File: config.mk
export PLATFORM = sky130hd
export DESIGN_NAME = inst_fetch_queue
export DESIGN_NICKNAME = d
export VERILOG_FILES = /design/src/rtl/inst_fetch_queue.sv
export SDC_FILE = /design/constraint.sdc
export NUM_CORES = 1
export LEC_CHECK = 0
export BUFFER_PORTS_ARGS = -buffer_cell sky130_fd_sc_hd__buf_4
export CORE_MARGIN = 4
export CORE_UTILIZATION = 57
export DETAILED_ROUTE_END_ITERATION = 7
export HOLD_SLACK_MARGIN = 0.12
export PLACE_DENSITY = 0.77
export SYNTH_ARGS = -nofsm -noshare
export SYNTH_HDL_FRONTEND = slang
export SYNTH_SLANG_ARGS = --single-unit
File: constraint.sdc
create_clock -name clock -period 4.6 [get_ports clock]
set_clock_uncertainty 0.1 [all_clocks]
set_input_delay 0.69 -clock clock [delete_from_list [all_inputs] [get_ports clock]]
set_output_delay 0.69 -clock clock [all_outputs]
set_load 0.01 [all_outputs]
File: src/rtl/inst_fetch_queue.sv
// inst_fetch_queue: MIPS instruction fetch front end.
// Owns the fetch PC and issues word requests to a variable-latency
// instruction memory. Returned words and their PCs go into a circular
// queue that the downstream decode stage consumes. A redirect flushes the
// queue and restarts fetch at the new target.
// Optional feature: define INST_FETCH_QUEUE_BYPASS_EN so that a word returning
// into an empty queue is visible on inst/inst_pc in the same cycle.
module inst_fetch_queue #(
    parameter int          DEPTH    = 4,
    parameter logic [31:0] RESET_PC = 32'h0000_0000
) (
    input  logic        clock,
    input  logic        reset,
    output logic        mem_req,
    output logic [29:0] mem_addr,
    input  logic        mem_ready,
    input  logic [31:0] mem_data,
    output logic        inst_valid,
    output logic [31:0] inst,
    output logic [31:0] inst_pc,
    input  logic        inst_take,
    input  logic        redirect,
    input  logic [31:0] redirect_pc
);

    localparam int PW = (DEPTH > 1) ? $clog2(DEPTH) : 1;
    localparam int CW = PW + 1;
    localparam logic [PW-1:0] PTR_ZERO = PW'(0);
    localparam logic [PW-1:0] PTR_ONE  = PW'(1);
    localparam logic [CW-1:0] CNT_ZERO = CW'(0);
    localparam logic [CW-1:0] CNT_ONE  = CW'(1);
    localparam logic [CW-1:0] CNT_FULL = CW'(DEPTH);

    typedef enum logic [1:0] {
        ST_IDLE = 2'd0,
        ST_WAIT = 2'd1,
        ST_DROP = 2'd2
    } state_e;

    state_e        state_q, state_d;
    logic [31:0]   fetch_pc_q, fetch_pc_d;
    logic [31:0]   req_pc_q, req_pc_d;
    logic [PW-1:0] head_q, head_d;
    logic [PW-1:0] tail_q, tail_d;
    logic [CW-1:0] count_q, count_d;
    logic [31:0]   word_q [DEPTH];
    logic [31:0]   pc_q   [DEPTH];

    logic          queue_valid_s;
    logic          bypass_s;
    logic          push_s;
    logic          pop_s;
    logic [CW-1:0] count_after_s;

    // Push/pop qualification; a redirect suppresses both.
    always_comb begin
        queue_valid_s = (count_q != CNT_ZERO);
`ifdef INST_FETCH_QUEUE_BYPASS_EN
        bypass_s = (count_q == CNT_ZERO) && (state_q == ST_WAIT) && mem_ready && !redirect;
`else
        bypass_s = 1'b0;
`endif
        push_s = (state_q == ST_WAIT) && mem_ready && !redirect && !(bypass_s && inst_take);
        pop_s  = queue_valid_s && inst_take && !redirect;
        count_after_s = count_q + (push_s ? CNT_ONE : CNT_ZERO) - (pop_s ? CNT_ONE : CNT_ZERO);
    end

    // Fetch FSM next state, PC registers and queue pointer updates.
    always_comb begin
        state_d    = state_q;
        fetch_pc_d = fetch_pc_q;
        req_pc_d   = req_pc_q;
        head_d     = head_q;
        tail_d     = tail_q;
        count_d    = count_q;
        if (redirect) begin
            // A completing request in WAIT needs no drop phase.
            fetch_pc_d = {redirect_pc[31:2], 2'b00};
            head_d     = PTR_ZERO;
            tail_d     = PTR_ZERO;
            count_d    = CNT_ZERO;
            case (state_q)
                ST_IDLE: state_d = ST_IDLE;
                ST_WAIT: state_d = mem_ready ? ST_IDLE : ST_DROP;
                ST_DROP: state_d = mem_ready ? ST_IDLE : ST_DROP;
                default: state_d = ST_IDLE;
            endcase
        end else begin
            if (push_s) begin
                tail_d = tail_q + PTR_ONE;
            end else begin
                tail_d = tail_q;
            end
            if (pop_s) begin
                head_d = head_q + PTR_ONE;
            end else begin
                head_d = head_q;
            end
            count_d = count_after_s;
            case (state_q)
                ST_IDLE: begin
                    // Count after this cycle's pop, so a freed slot refetches at once.
                    if (count_after_s < CNT_FULL) begin
                        state_d  = ST_WAIT;
                        req_pc_d = fetch_pc_q;
                    end else begin
                        state_d  = ST_IDLE;
                    end
                end
                ST_WAIT: begin
                    if (mem_ready) begin
                        fetch_pc_d = fetch_pc_q + 32'd4;
                        if (count_after_s < CNT_FULL) begin
                            state_d  = ST_WAIT;
                            req_pc_d = fetch_pc_q + 32'd4;
                        end else begin
                            state_d  = ST_IDLE;
                        end
                    end else begin
                        state_d = ST_WAIT;
                    end
                end
                ST_DROP: state_d = mem_ready ? ST_IDLE : ST_DROP;
                default: state_d = ST_IDLE;
            endcase
        end
    end

    // Control state registers with asynchronous active-low reset.
    always_ff @(posedge clock or negedge reset) begin
        if (!reset) begin
            state_q    <= ST_IDLE;
            fetch_pc_q <= RESET_PC;
            req_pc_q   <= RESET_PC;
            head_q     <= PTR_ZERO;
            tail_q     <= PTR_ZERO;
            count_q    <= CNT_ZERO;
        end else begin
            state_q    <= state_d;
            fetch_pc_q <= fetch_pc_d;
            req_pc_q   <= req_pc_d;
            head_q     <= head_d;
            tail_q     <= tail_d;
            count_q    <= count_d;
        end
    end

    // Queue storage: write the returned word and its PC at the tail.
    always_ff @(posedge clock or negedge reset) begin
        if (!reset) begin
            for (int i = 0; i < DEPTH; i++) begin
                word_q[i] <= 32'h0000_0000;
                pc_q[i]   <= 32'h0000_0000;
            end
        end else if (push_s) begin
            word_q[tail_q] <= mem_data;
            pc_q[tail_q]   <= fetch_pc_q;
        end else begin
            word_q[tail_q] <= word_q[tail_q];
            pc_q[tail_q]   <= pc_q[tail_q];
        end
    end

    // Memory request and consumer-facing outputs.
    always_comb begin
        mem_req  = (state_q != ST_IDLE);
        mem_addr = req_pc_q[31:2];
        if (bypass_s) begin
            inst_valid = 1'b1;
            inst       = mem_data;
            inst_pc    = fetch_pc_q;
        end else if (queue_valid_s) begin
            inst_valid = 1'b1;
            inst       = word_q[head_q];
            inst_pc    = pc_q[head_q];
        end else begin
            inst_valid = 1'b0;
            inst       = 32'h0000_0000;
            inst_pc    = 32'h0000_0000;
        end
    end

endmodule

==> impl_metrics.sql <==
INSERT INTO impl_metrics (metric_group, metric, value, unit) VALUES
('run_status', 'outcome', 'complete, no violations', ''),
('grt', 'grt_start_max_net_pins', '107', ''),
('drt', 'antenna_left', '0', ''),
('clocking', 'clock_path_buffers', '3', ''),
('drt', 'via_per_inst', '6.28', ''),
('worst_setup_path', 'timing_worst_setup_path_type', 'reg -> reg', ''),
('timing', 'drv_slew', '0', ''),
('floorplan', 'die_h', '181', 'um'),
('clocking', 'clkSinkCount', '325', ''),
('clocking', 'h-tree-depth', '2', ''),
('drt', 'vias', '12900', ''),
('worst_setup_path', 'reg2reg_depth', '13', ''),
('worst_setup_path', 'reg2reg_to', 'req_pc_q[24]', ''),
('yosys', 'synth.area.top_cells', 'sky130_fd_sc_hd__dfrtp_1 (48%), sky130_fd_sc_hd__mux4_2 (17%), sky130_fd_sc_hd__a21oi_1 (7.4%)', ''),
('placement', 'buffer_ports.inserted', '162', ''),
('worst_setup_path', 'crit_path_start_kind', 'flip-flop', ''),
('pwr', 'p_sw_share', '35.4', '%'),
('clocking', 'postCtsHoldBufs', '0', ''),
('flow_run', 'cap_viol_max_count', '0', ''),
('worst_setup_path', 'endpoint_kind', 'flip-flop', ''),
('grt', 'grt_use_met2', '41.7', '%'),
('floorplan', 'num_rows', '62', ''),
('grt', 'grt_util_met3', '4.79', '%'),
('drt', 'drt_pass1_iterations', '5', ''),
('clocking', 'cts_buffers', '36', ''),
('layout', 'antenna_cells_inserted', '0', ''),
('pwr', 'internal_power', '0.00800', 'W'),
('pwr', 'share_comb_of_total_power', '40.1', '%'),
('yosys', 'post_synth_most_frequent_cells', 'sky130_fd_sc_hd__dfrtp_1 (325), sky130_fd_sc_hd__nor2_1 (284), sky130_fd_sc_hd__a21oi_1 (252), sky130_fd_sc_hd__mux4_2 (128), sky130_fd_sc_hd__clkbuf_1 (102)', ''),
('yosys', 'synth_warnings', '0', ''),
('yosys', 'number_of_synthesized_flops_with_an_enable_pin', '0', ''),
('placement', 'post-dp-hpwl', '26000', 'um'),
('drt', 'post_drt_wl_per_cell', '20.6', 'um'),
('drt', 'initialDrtViolationCount', '1293', ''),
('yosys', 'synthArstFlopShare', '100', '%'),
('grt', 'grt_usage', '25.6', '%'),
('timing', 'setup_total_negative_slack', '0', 'ns'),
('timing', 'hold_slack', '0.0860', 'ns'),
('yosys', 'synth_cells', '1566', ''),
('worst_setup_path', 'critical_path_arrival', '3.99', 'ns'),
('yosys', 'synth_sequential_area_ratio', '47.8', '%'),
('pwr', 'power.clock.fraction', '23.3', '%'),
('pwr', 'sequentialPowerShare', '36.6', '%'),
('pwr', 'vdd_drop_max', '475', 'uV'),
('clocking', 'cts.reportedPaths.clkPinSlew', '0.06', 'ns'),
('timing', 'setup_viol', '0', ''),
('floorplan', 'core-area', '29100', 'sq um'),
('yosys', 'synthesis.nets', '1647', ''),
('worst_setup_path', 'crit_path_max_fanout', '21', ''),
('grt', 'grt_pass1_vias', '13000', ''),
('floorplan', 'boundaryPins', '165', ''),
('worst_setup_path', 'regToRegSetupSlack', '0.94', 'ns'),
('pwr', 'power.leakage', '7.54', 'nW'),
('clocking', 'cts_tree', 'done', ''),
('timing', 'rsz0062_at_grt', 'no', ''),
('yosys', 'post-synth-top-area-fraction', '47.8', '%'),
('yosys', 'synth_ff_type', 'sky130_fd_sc_hd__dfrtp_1', ''),
('yosys', 'syn_avg_cell_area', '10.9', 'sq um'),
('layout', 'post_route_cells_drive_above_1_share', '23.2', '%'),
('drt', 'totalWireLength', '42400', 'um'),
('clocking', 'cts-resized-gates', '0', ''),
('drt', 'drcViolationCount', '0', ''),
('grt', 'routing_usage_on_met1', '36.1', '%'),
('worst_setup_path', 'worstPathRequired', '4.93', 'ns'),
('pwr', 'switching_power', '0.00438', 'W'),
('yosys', 'synth_top_area_cell', 'sky130_fd_sc_hd__dfrtp_1', ''),
('floorplan', 'floorplan.die_area', '32700', 'sq um'),
('floorplan', 'starting_density_of_the_core', '58.5', '%'),
('grt', 'number_of_antenna_violations_at_the_first_check_in_global_routing', '1', ''),
('grt', 'grt.busiest_layer', 'met2', ''),
('yosys', 'ys_seq_elements', '325', '');
[per-stage QoR]
stage	cell area, sq um	setup WS, ns	instances	utilization [%]
finish	19600	0.939	2054	67.5
global route	19600	0.736	2054	67.5
CTS	19600	0.920	2054	67.5
detailed placement	18400	0.911	1991	63.4
global placement	18400	1.03	1991	63.4
floorplan	17000	0.877	1566	-
[power by group through the flow]
stage / sequential [W] / clock [W] / combinational, W
after detailed placement: 0.00456 / 0 / 0.00499
after global placement: 0.00448 / 0 / 0.00484
after floorplan: 0.00424 / 0 / 0.00341
after CTS: 0.00453 / 0.00293 / 0.00502
after global routing: 0.00467 / 0.00306 / 0.00542
final: 0.00454 / 0.00288 / 0.00496
[layout make-up]
| type | instances | area (sq um) |
|---|---|---|
| clock buffers | 55 | 1060 |
| clock inverters | 8 | 125 |
| fillers | 2157 | 9460 |
| inverters | 11 | 41.3 |
| multi-input cells | 1088 | 8330 |
| flip-flops and latches | 325 | 8140 |
| well taps | 384 | 480 |
| repair buffers | 183 | 1440 |
[kinds of logic after synthesis]
family / Yosys count / synth area share, %
adder cells (fa/ha/maj): 12 / 0.926
buffers and inverters: 153 / 3.66
flip-flops: 325 / 47.8
AO/OA/AOI/OAI: 348 / 11.1
multiplexers: 200 / 21.2
XOR/XNOR: 31 / 1.68
AND/OR/NAND/NOR: 497 / 13.6
[sequential cells by signal, indices dropped and copies added, names as in the netlist]
signal	flops
count_q	3
state_q	2
head_q	2
word_q	128
fetch_pc_q	30
pc_q	128
req_pc_q	30
tail_q	2
[worst max-delay path by stage]
stage	startpoint	to	slack (ns)	depth (start not counted)
final	count_q[1]	req_pc_q[24]	0.94	13
after global placement	count_q[1]	req_pc_q[20]	1.03	13
after detailed placement	count_q[1]	req_pc_q[24]	0.91	13
after floorplan	redirect	req_pc_q[22]	0.88	15
after global routing	count_q[1]	req_pc_q[24]	0.74	13
after CTS	count_q[1]	req_pc_q[24]	0.92	13
[worst max-delay path: stages (launching register included)]
cell                       delay [ns]
sky130_fd_sc_hd__dfrtp_1         0.42
sky130_fd_sc_hd__or3_2           0.47
sky130_fd_sc_hd__nand2_1         0.12
sky130_fd_sc_hd__nor2_1          0.05
sky130_fd_sc_hd__ha_1            0.26
sky130_fd_sc_hd__inv_1           0.06
sky130_fd_sc_hd__ha_1            0.13
sky130_fd_sc_hd__inv_1           0.05
sky130_fd_sc_hd__fa_1            0.40
sky130_fd_sc_hd__xnor3_1         0.32
sky130_fd_sc_hd__o2111a_1        0.72
sky130_fd_sc_hd__buf_4           0.28
sky130_fd_sc_hd__nor2_1          0.05
sky130_fd_sc_hd__a31oi_1         0.14
[metal layers]
| metal | part of all wire [%] | vias to the layer above |
|---|---|---|
| li1 | - | 5828 |
| met3 | 7.0 | 67 |
| met2 | 49 | 473 |
| met4 | 2.0 | 2 |
| met1 | 42 | 6527 |
| met5 | 0.031 | - |
[cells in the final DEF (no fill, tap or decap), types with 5 or more instances in the layout]
cell,instances
sky130_fd_sc_hd__nor3_1,5
sky130_fd_sc_hd__and2_1,66
sky130_fd_sc_hd__buf_4,177
sky130_fd_sc_hd__nor4_1,7
sky130_fd_sc_hd__buf_12,5
sky130_fd_sc_hd__dfrtp_1,321
sky130_fd_sc_hd__xnor2_1,17
sky130_fd_sc_hd__xor2_1,13
sky130_fd_sc_hd__or4_1,23
sky130_fd_sc_hd__o31ai_1,18
sky130_fd_sc_hd__inv_1,11
sky130_fd_sc_hd__and4_1,6
sky130_fd_sc_hd__a31oi_1,24
sky130_fd_sc_hd__clkbuf_1,11
sky130_fd_sc_hd__ha_1,7
sky130_fd_sc_hd__mux4_2,128
sky130_fd_sc_hd__or3_1,9
sky130_fd_sc_hd__nand2_1,47
sky130_fd_sc_hd__a21oi_1,252
sky130_fd_sc_hd__nand4_1,15
sky130_fd_sc_hd__o21ai_0,37
sky130_fd_sc_hd__nand3_1,20
sky130_fd_sc_hd__clkbuf_8,7
sky130_fd_sc_hd__o31a_1,5
sky130_fd_sc_hd__clkbuf_16,37
sky130_fd_sc_hd__mux2_2,8
sky130_fd_sc_hd__mux2i_1,64
sky130_fd_sc_hd__nor2_1,284
Power figures use the tool's default switching activity.
